<file path="src/rtl/ifetch_queue.sv">
// Instruction-fetch queue: issues imem requests for the current PC and buffers in-order {pc, instr} for decode.
// Optional IFQ_ALIGN_CHECK_EN: misaligned PCs are turned into fault entries instead of being fetched.
`timescale 1ns/1ps

// state | meaning
// IDLE  | after reset, waiting for the first valid PC
// RUN   | issuing requests and queueing responses
// DRAIN | after a flush, dropping responses still in flight
module ifetch_queue #(
  parameter int DEPTH = 4,
  parameter int AW    = 32,
  parameter int DW    = 32
) (
  input  logic          clk,
  input  logic          rst_n,
  input  logic [AW-1:0] pc_in,
  input  logic          pc_valid,
  output logic          pc_adv,
  input  logic          flush,
  output logic          imem_req,
  output logic [AW-1:0] imem_addr,
  input  logic          imem_gnt,
  input  logic          imem_rvalid,
  input  logic [DW-1:0] imem_rdata,
  output logic          inst_valid,
  input  logic          inst_ready,
  output logic [AW-1:0] inst_pc,
  output logic [DW-1:0] inst_data,
  output logic          inst_fault
);

  localparam int PTR_W = $clog2(DEPTH);
  localparam int CNT_W = PTR_W + 1;
  localparam logic [CNT_W-1:0] DEPTH_C = CNT_W'(DEPTH);
  localparam logic [CNT_W:0]   DEPTH_X = (CNT_W + 1)'(DEPTH);

  typedef enum logic [1:0] {
    S_IDLE  = 2'd0,
    S_RUN   = 2'd1,
    S_DRAIN = 2'd2
  } state_t;

  state_t state_q, state_d;

  logic [CNT_W-1:0] count_q;
  logic [CNT_W-1:0] out_q, out_d;
  logic [CNT_W-1:0] discard_q, discard_d;
  logic [PTR_W-1:0] wr_ptr, rd_ptr;
  logic [PTR_W-1:0] tag_wr_ptr, tag_rd_ptr;

  logic [AW-1:0]    q_pc   [DEPTH];
  logic [DW-1:0]    q_data [DEPTH];
  logic [DEPTH-1:0] q_fault;
  logic [AW-1:0]    tag_pc [DEPTH];

  logic           misalign;
  logic           can_fetch;
  logic           credit;
  logic [CNT_W:0] inflight;
  logic           mem_issue;
  logic           fault_push;
  logic           rsp_ok;
  logic           rsp_drop;
  logic           rsp_push;
  logic           q_push;
  logic           q_pop;

`ifdef IFQ_ALIGN_CHECK_EN
  assign misalign = (pc_in[1:0] != 2'b00);
`else
  assign misalign = 1'b0;
`endif

  // Queue entries plus in-flight requests never exceed DEPTH, so a response always has a slot.
  assign inflight   = {1'b0, count_q} + {1'b0, out_q};
  assign credit     = (inflight < DEPTH_X);
  assign can_fetch  = (state_q == S_RUN) && pc_valid && !flush;

  assign imem_req   = can_fetch && !misalign && credit;
  assign imem_addr  = imem_req ? pc_in : '0;
  assign mem_issue  = imem_req && imem_gnt;

  // A fault entry waits for older fetches to return so queue order follows PC order.
  assign fault_push = can_fetch && misalign && (count_q < DEPTH_C) && (out_q == '0);
  assign pc_adv     = mem_issue || fault_push;

  // A response with nothing outstanding is ignored entirely.
  assign rsp_ok     = imem_rvalid && (out_q != '0);
  assign rsp_drop   = rsp_ok && (flush || (discard_q != '0));
  assign rsp_push   = rsp_ok && !rsp_drop;

  assign q_push     = rsp_push || fault_push;
  assign q_pop      = inst_valid && inst_ready && !flush;

  always_comb begin
    out_d = out_q;
    if (mem_issue && !rsp_ok) begin
      out_d = out_q + 1'b1;
    end else if (!mem_issue && rsp_ok) begin
      out_d = out_q - 1'b1;
    end

    discard_d = discard_q;
    if (flush) begin
      discard_d = rsp_ok ? (out_q - 1'b1) : out_q;
    end else if (rsp_ok && (discard_q != '0)) begin
      discard_d = discard_q - 1'b1;
    end
  end

  always_comb begin
    state_d = state_q;
    case (state_q)
      S_IDLE:  if (pc_valid) state_d = S_RUN;
      S_RUN:   if (flush && (discard_d != '0)) state_d = S_DRAIN;
      S_DRAIN: if (discard_d == '0) state_d = S_RUN;
      default: state_d = S_IDLE;
    endcase
  end

  always_ff @(posedge clk or negedge rst_n) begin
    if (!rst_n) begin
      state_q   <= S_IDLE;
      out_q     <= '0;
      discard_q <= '0;
    end else begin
      state_q   <= state_d;
      out_q     <= out_d;
      discard_q <= discard_d;
    end
  end

  always_ff @(posedge clk or negedge rst_n) begin
    if (!rst_n) begin
      wr_ptr     <= '0;
      rd_ptr     <= '0;
      count_q    <= '0;
      tag_wr_ptr <= '0;
      tag_rd_ptr <= '0;
    end else if (flush) begin
      wr_ptr     <= '0;
      rd_ptr     <= '0;
      count_q    <= '0;
      tag_wr_ptr <= '0;
      tag_rd_ptr <= '0;
    end else begin
      if (q_push) wr_ptr <= wr_ptr + 1'b1;
      if (q_pop)  rd_ptr <= rd_ptr + 1'b1;
      if (q_push && !q_pop) begin
        count_q <= count_q + 1'b1;
      end else if (!q_push && q_pop) begin
        count_q <= count_q - 1'b1;
      end
      if (mem_issue) tag_wr_ptr <= tag_wr_ptr + 1'b1;
      if (rsp_push)  tag_rd_ptr <= tag_rd_ptr + 1'b1;
    end
  end

  always_ff @(posedge clk) begin
    if (q_push) begin
      q_pc[wr_ptr]    <= rsp_push ? tag_pc[tag_rd_ptr] : pc_in;
      q_data[wr_ptr]  <= rsp_push ? imem_rdata : '0;
      q_fault[wr_ptr] <= fault_push;
    end
    if (mem_issue) begin
      tag_pc[tag_wr_ptr] <= pc_in;
    end
  end

  // Head fields read as zero while the queue is empty so outputs are clean out of reset.
  assign inst_valid = (count_q != '0);
  assign inst_pc    = inst_valid ? q_pc[rd_ptr]   : '0;
  assign inst_data  = inst_valid ? q_data[rd_ptr] : '0;
  assign inst_fault = inst_valid && q_fault[rd_ptr];

endmodule
</file>
<file path="config.mk">
export PLATFORM = sky130hd
export DESIGN_NAME = ifetch_queue
export DESIGN_NICKNAME = d
export VERILOG_FILES = /design/src/rtl/ifetch_queue.sv
export SDC_FILE = /design/constraint.sdc
export NUM_CORES = 1
export LEC_CHECK = 0
export CORE_ASPECT_RATIO = 2
export CORE_UTILIZATION = 35
export DETAILED_ROUTE_END_ITERATION = 8
export GPL_ROUTABILITY_DRIVEN = 0
export PLACE_DENSITY = 0.65
export SLEW_MARGIN = 10
export SYNTH_ARGS = -nofsm -noshare
export SYNTH_HDL_FRONTEND = slang
export SYNTH_SLANG_ARGS = --single-unit
</file>
<file path="constraint.sdc">
create_clock -name clk -period 3.15 [get_ports clk]
set_input_delay 0.7875 -clock clk [delete_from_list [all_inputs] [get_ports clk]]
set_output_delay 0.7875 -clock clk [all_outputs]
set_load 0.005 [all_outputs]
</file>
==> qor.txt <==
Worst EP arrival: 2.52 ns
Clock latency on the worst-skew pair: 0.55 ns
Leakage power: 7.62 nW
Fin util: 46.7%
Worst-Margin Slew: 0.671 ns
I/O Buffers: 170
Synthesized area: 16600 um^2
Root Buffer: clkbuf_16
Core Area: 46700 um^2
Worst Skew: 0.0201 ns
Final setup fails: 40
Post-synth top flop: edfxtp_1
Synth Area in Simple Gates: 6.91%
Dpl ws: -0.294 ns
First drt pass iteration count: 5
CP cell instances: ha_4 > nor4bb_4 > and3_4 > buf_12 > clkbuf_16 > buf_8 > buf_6 > buf_4 > and2_1 > clkbuf_2
Logic gate share of total power: 34.5%
Final setup margin: -0.153 ns
Clock network fraction of total power: 28.0%
Switching share of power: 27.4%
Asr flop ratio synth: 4.67%
Synth Area in Adders: 1.33%
WP data required: 2.36 ns
Syn-to-layout area delta: 31.4%
Hold-fix buffers, CTS: 0
Synth top area cells: edfxtp_1, mux4_2, and2_1, dfrtp_1, mux2_2
Clk buf depth: 3
Ys Warns: 0
Largest net degree at the start of global routing: 42
Post-route ant nets: 0
Multi-input gate area: 4370 um^2
Top cell type's share of synthesized area: 70.3%
All-Layer GR Usage: 16.4%
Startpoint Class: flop
PD cells: 786 nW/um^2
Syn_nets: 926
Fin crit share: 105%
Number of global-route vias before repair: 9252
Internal power: 12.4 mW
Row count: 112
CTS buffer count: 38
Top cell family by delay on the critical path: buffers and inverters
Post-DP HPWL: 22.8 mm
Tmin final: 3.30 ns
Sequential-to-total area share from yosys stat: 73.2%
VDD IR max: 571 uV
Share of cells above drive strength 1: 39.1%
Main combinational cell family by area after synthesis: multiplexers
Filler instances: 3992
Status: complete, but fails checks
Final Hold Fails: 0
Initial antenna violation count: 1
Syn Inst Count: 838
Sink Count: 407
Remaining Overflow, GRT: 0
Nets: 1210
Unrepaired setup endpoints after global routing: true
Synth Area in XOR/XNOR: 0.740%
Top Ports: 171
Starting Density: 35.5%
Failing checks: setup timing
First-pass GRT wire length: 57.4 mm
Post-synth EDFFs: 388
FF+latch area: 12100 um^2
CP max FO: 4
Max Cap Violations: 0
Net Sw Power: 4.70 mW
Yosys reg bits: 407
Crit path kind: flop to primary output
Clock transition at path regs: 0.07 ns
Slew Viols, Final: 0
Distinct cell type count of the synthesized netlist: 43
Buf/Inv on CP: 6
Die footprint: 48300 um^2
Post-Layout Inst Area: 21800 um^2
H-tree depth: 2
Final WL: 40.9 mm
Via/cell ratio: 4.85
HP Class: flop to flop
Initial DRC Count: 392
Worst path slowest cell: dfrtp_2
Critical Path Sink Type: primary output
CTS tree: yes
Chip Height: 310 um
Compound-Gate Fraction of Synth Area: 0.793%
Number of remaining DRC errors: 0
Vias: 8611
Syn_area_per_cell: 19.8 um^2
Multiplexer area fraction after synthesis: 15.5%
Peak Freq: 0.303 GHz
Routed WL per cell: 23.0 um
Flop pwr share: 37.5%
CP peak stage delay: 0.45 ns
Antenna Cells: 0
Synth area leader: edfxtp_1
DP Area: 19500 um^2
Slew HR: 55.1%
Die X: 156 um
-- Yosys cell counts, types with 2 or more instances --
library cell	count
edfxtp_1	388
and2_1	134
mux4_2	97
mux2_2	32
clkbuf_1	23
dfrtp_1	19
ha_1	16
buf_2	15
inv_1	15
nor2_1	14
xnor2_1	8
and3_1	7
nand3_1	7
nand2_1	6
xor2_1	6
a21oi_1	5
nor2b_1	4
nor3_1	4
buf_1	3
buf_4	3
nand4_1	3
o21ai_0	3
a211oi_1	2
mux2i_1	2
nand2b_1	2
nor4bb_1	2
or3_1	2
-- state kept, by name, summed over array words and instances (netlist names) --
| signal | flops |
|---|---|
| count_q | 3 |
| discard_q | 3 |
| out_q | 3 |
| q_data | 128 |
| q_fault | 4 |
| q_pc | 128 |
| rd_ptr | 2 |
| state_q | 2 |
| tag_pc | 128 |
| tag_rd_ptr | 2 |
| tag_wr_ptr | 2 |
| wr_ptr | 2 |
-- routing by layer --
| metal | track usage, % | wire length [um] | vias to the layer above | share of wire [%] |
|---|---|---|---|---|
| met5 | 0 | 18 | - | 0.044 |
| met4 | 6.52 | 1540 | 2 | 3.8 |
| met3 | 2.00 | 1300 | 70 | 3.2 |
| met2 | 31.8 | 23500 | 204 | 57 |
| met1 | 17.7 | 14600 | 4474 | 36 |
| li1 | - | - | 3861 | - |
-- worst reg2reg max path: cells and delay by family, from the launching register on --
| kind | cells | cell delay, ns |
|---|---|---|
| multiplexers | 1 | 0.22 |
| AND/OR/NAND/NOR | 4 | 0.64 |
| buffers and inverters | 7 | 0.76 |
| flip-flops | 1 | 0.45 |
| XOR/XNOR | 1 | 0.14 |
| adder cells (fa/ha/maj) | 2 | 0.37 |
-- power by group through the flow --
stage               Clock [mW]  Combinational [mW]  Sequential (mW)
CTS                       4.93                5.50             6.42
global route              5.11                6.36             6.45
floorplan                    0                2.35             6.42
finish                    4.80                5.90             6.43
global placement             0                4.44             6.50
detailed placement           0                4.50             6.51
-- per-stage QoR --
| stage | instances | power, mW | setup TNS [ns] | hold WS [ns] |
|---|---|---|---|---|
| 2_1_floorplan | 838 | 8.77 | 0 | 0.492 |
| 3_3_place_gp | 1631 | 10.9 | -7.81 | 0.556 |
| 3_5_place_dp | 1631 | 11.0 | -9.07 | 0.566 |
| 4_1_cts | 1746 | 16.9 | -9.58 | 0.576 |
| 6_report | 1777 | 17.1 | -2.01 | 0.581 |
| 5_1_grt | 1777 | 17.9 | -5.93 | 0.604 |
-- timing repair --
action,CTS,global route
resized for setup,208,178
setup buffers,37,29
endpoints found under the setup margin,99,84
pin swaps,20,9
gates cloned,10,7
-- final timing paths --
| path | from | endpoint | slack, ns | depth (start not counted) |
|---|---|---|---|---|
| setup / recovery | count_q[2] | imem_addr[25] | -0.15 | 10 |
| hold / removal | tag_wr_ptr[1] | tag_wr_ptr[1] | 0.58 | 2 |
| setup reg to reg | count_q[2] | out_q[2] | 0.43 | 15 |
| hold reg to reg | tag_wr_ptr[1] | tag_wr_ptr[1] | 0.58 | 2 |
| max in group asynchronous | rst_n | out_q[2] | 1.91 | 2 |
| min in group asynchronous | rst_n | count_q[2] | 0.65 | 1 |
-- final cells by class --
cell class	instances	share of cell area (%)
Clock buffer	44	4.57
Clock inverter	24	1.41
Inverter	15	0.258
Multi-Input combinational cell	371	20.1
Sequential cell	407	55.7
Tap cell	627	3.60
Timing Repair Buffer	289	14.4
-- cell families after synthesis --
kind of cell,Yosys count
DFF,407
AOI/OAI and AO/OA,19
and+or+nand+nor,190
xor gates and xnor gates,14
muxes,131
adders and majority gates,17
buffers and inverters,60
-- cell usage in the layout (no fill, tap or decap), drive strengths merged, types with 7 or more instances in the layout --
cell type and n:
edfxtp 388, dlygate4sd2 16, buf 143, dfrtp 19, inv 16, clkbuf 93
nand2 7, dlymetal6s2s 8, nand3 7, clkinv 14, and3 7, xnor2 8
mux4 97, nor2 14, and2 134, clkdlybuf4s50 72, ha 16, mux2 32
Note: power is estimated with default switching activity, not from simulation.
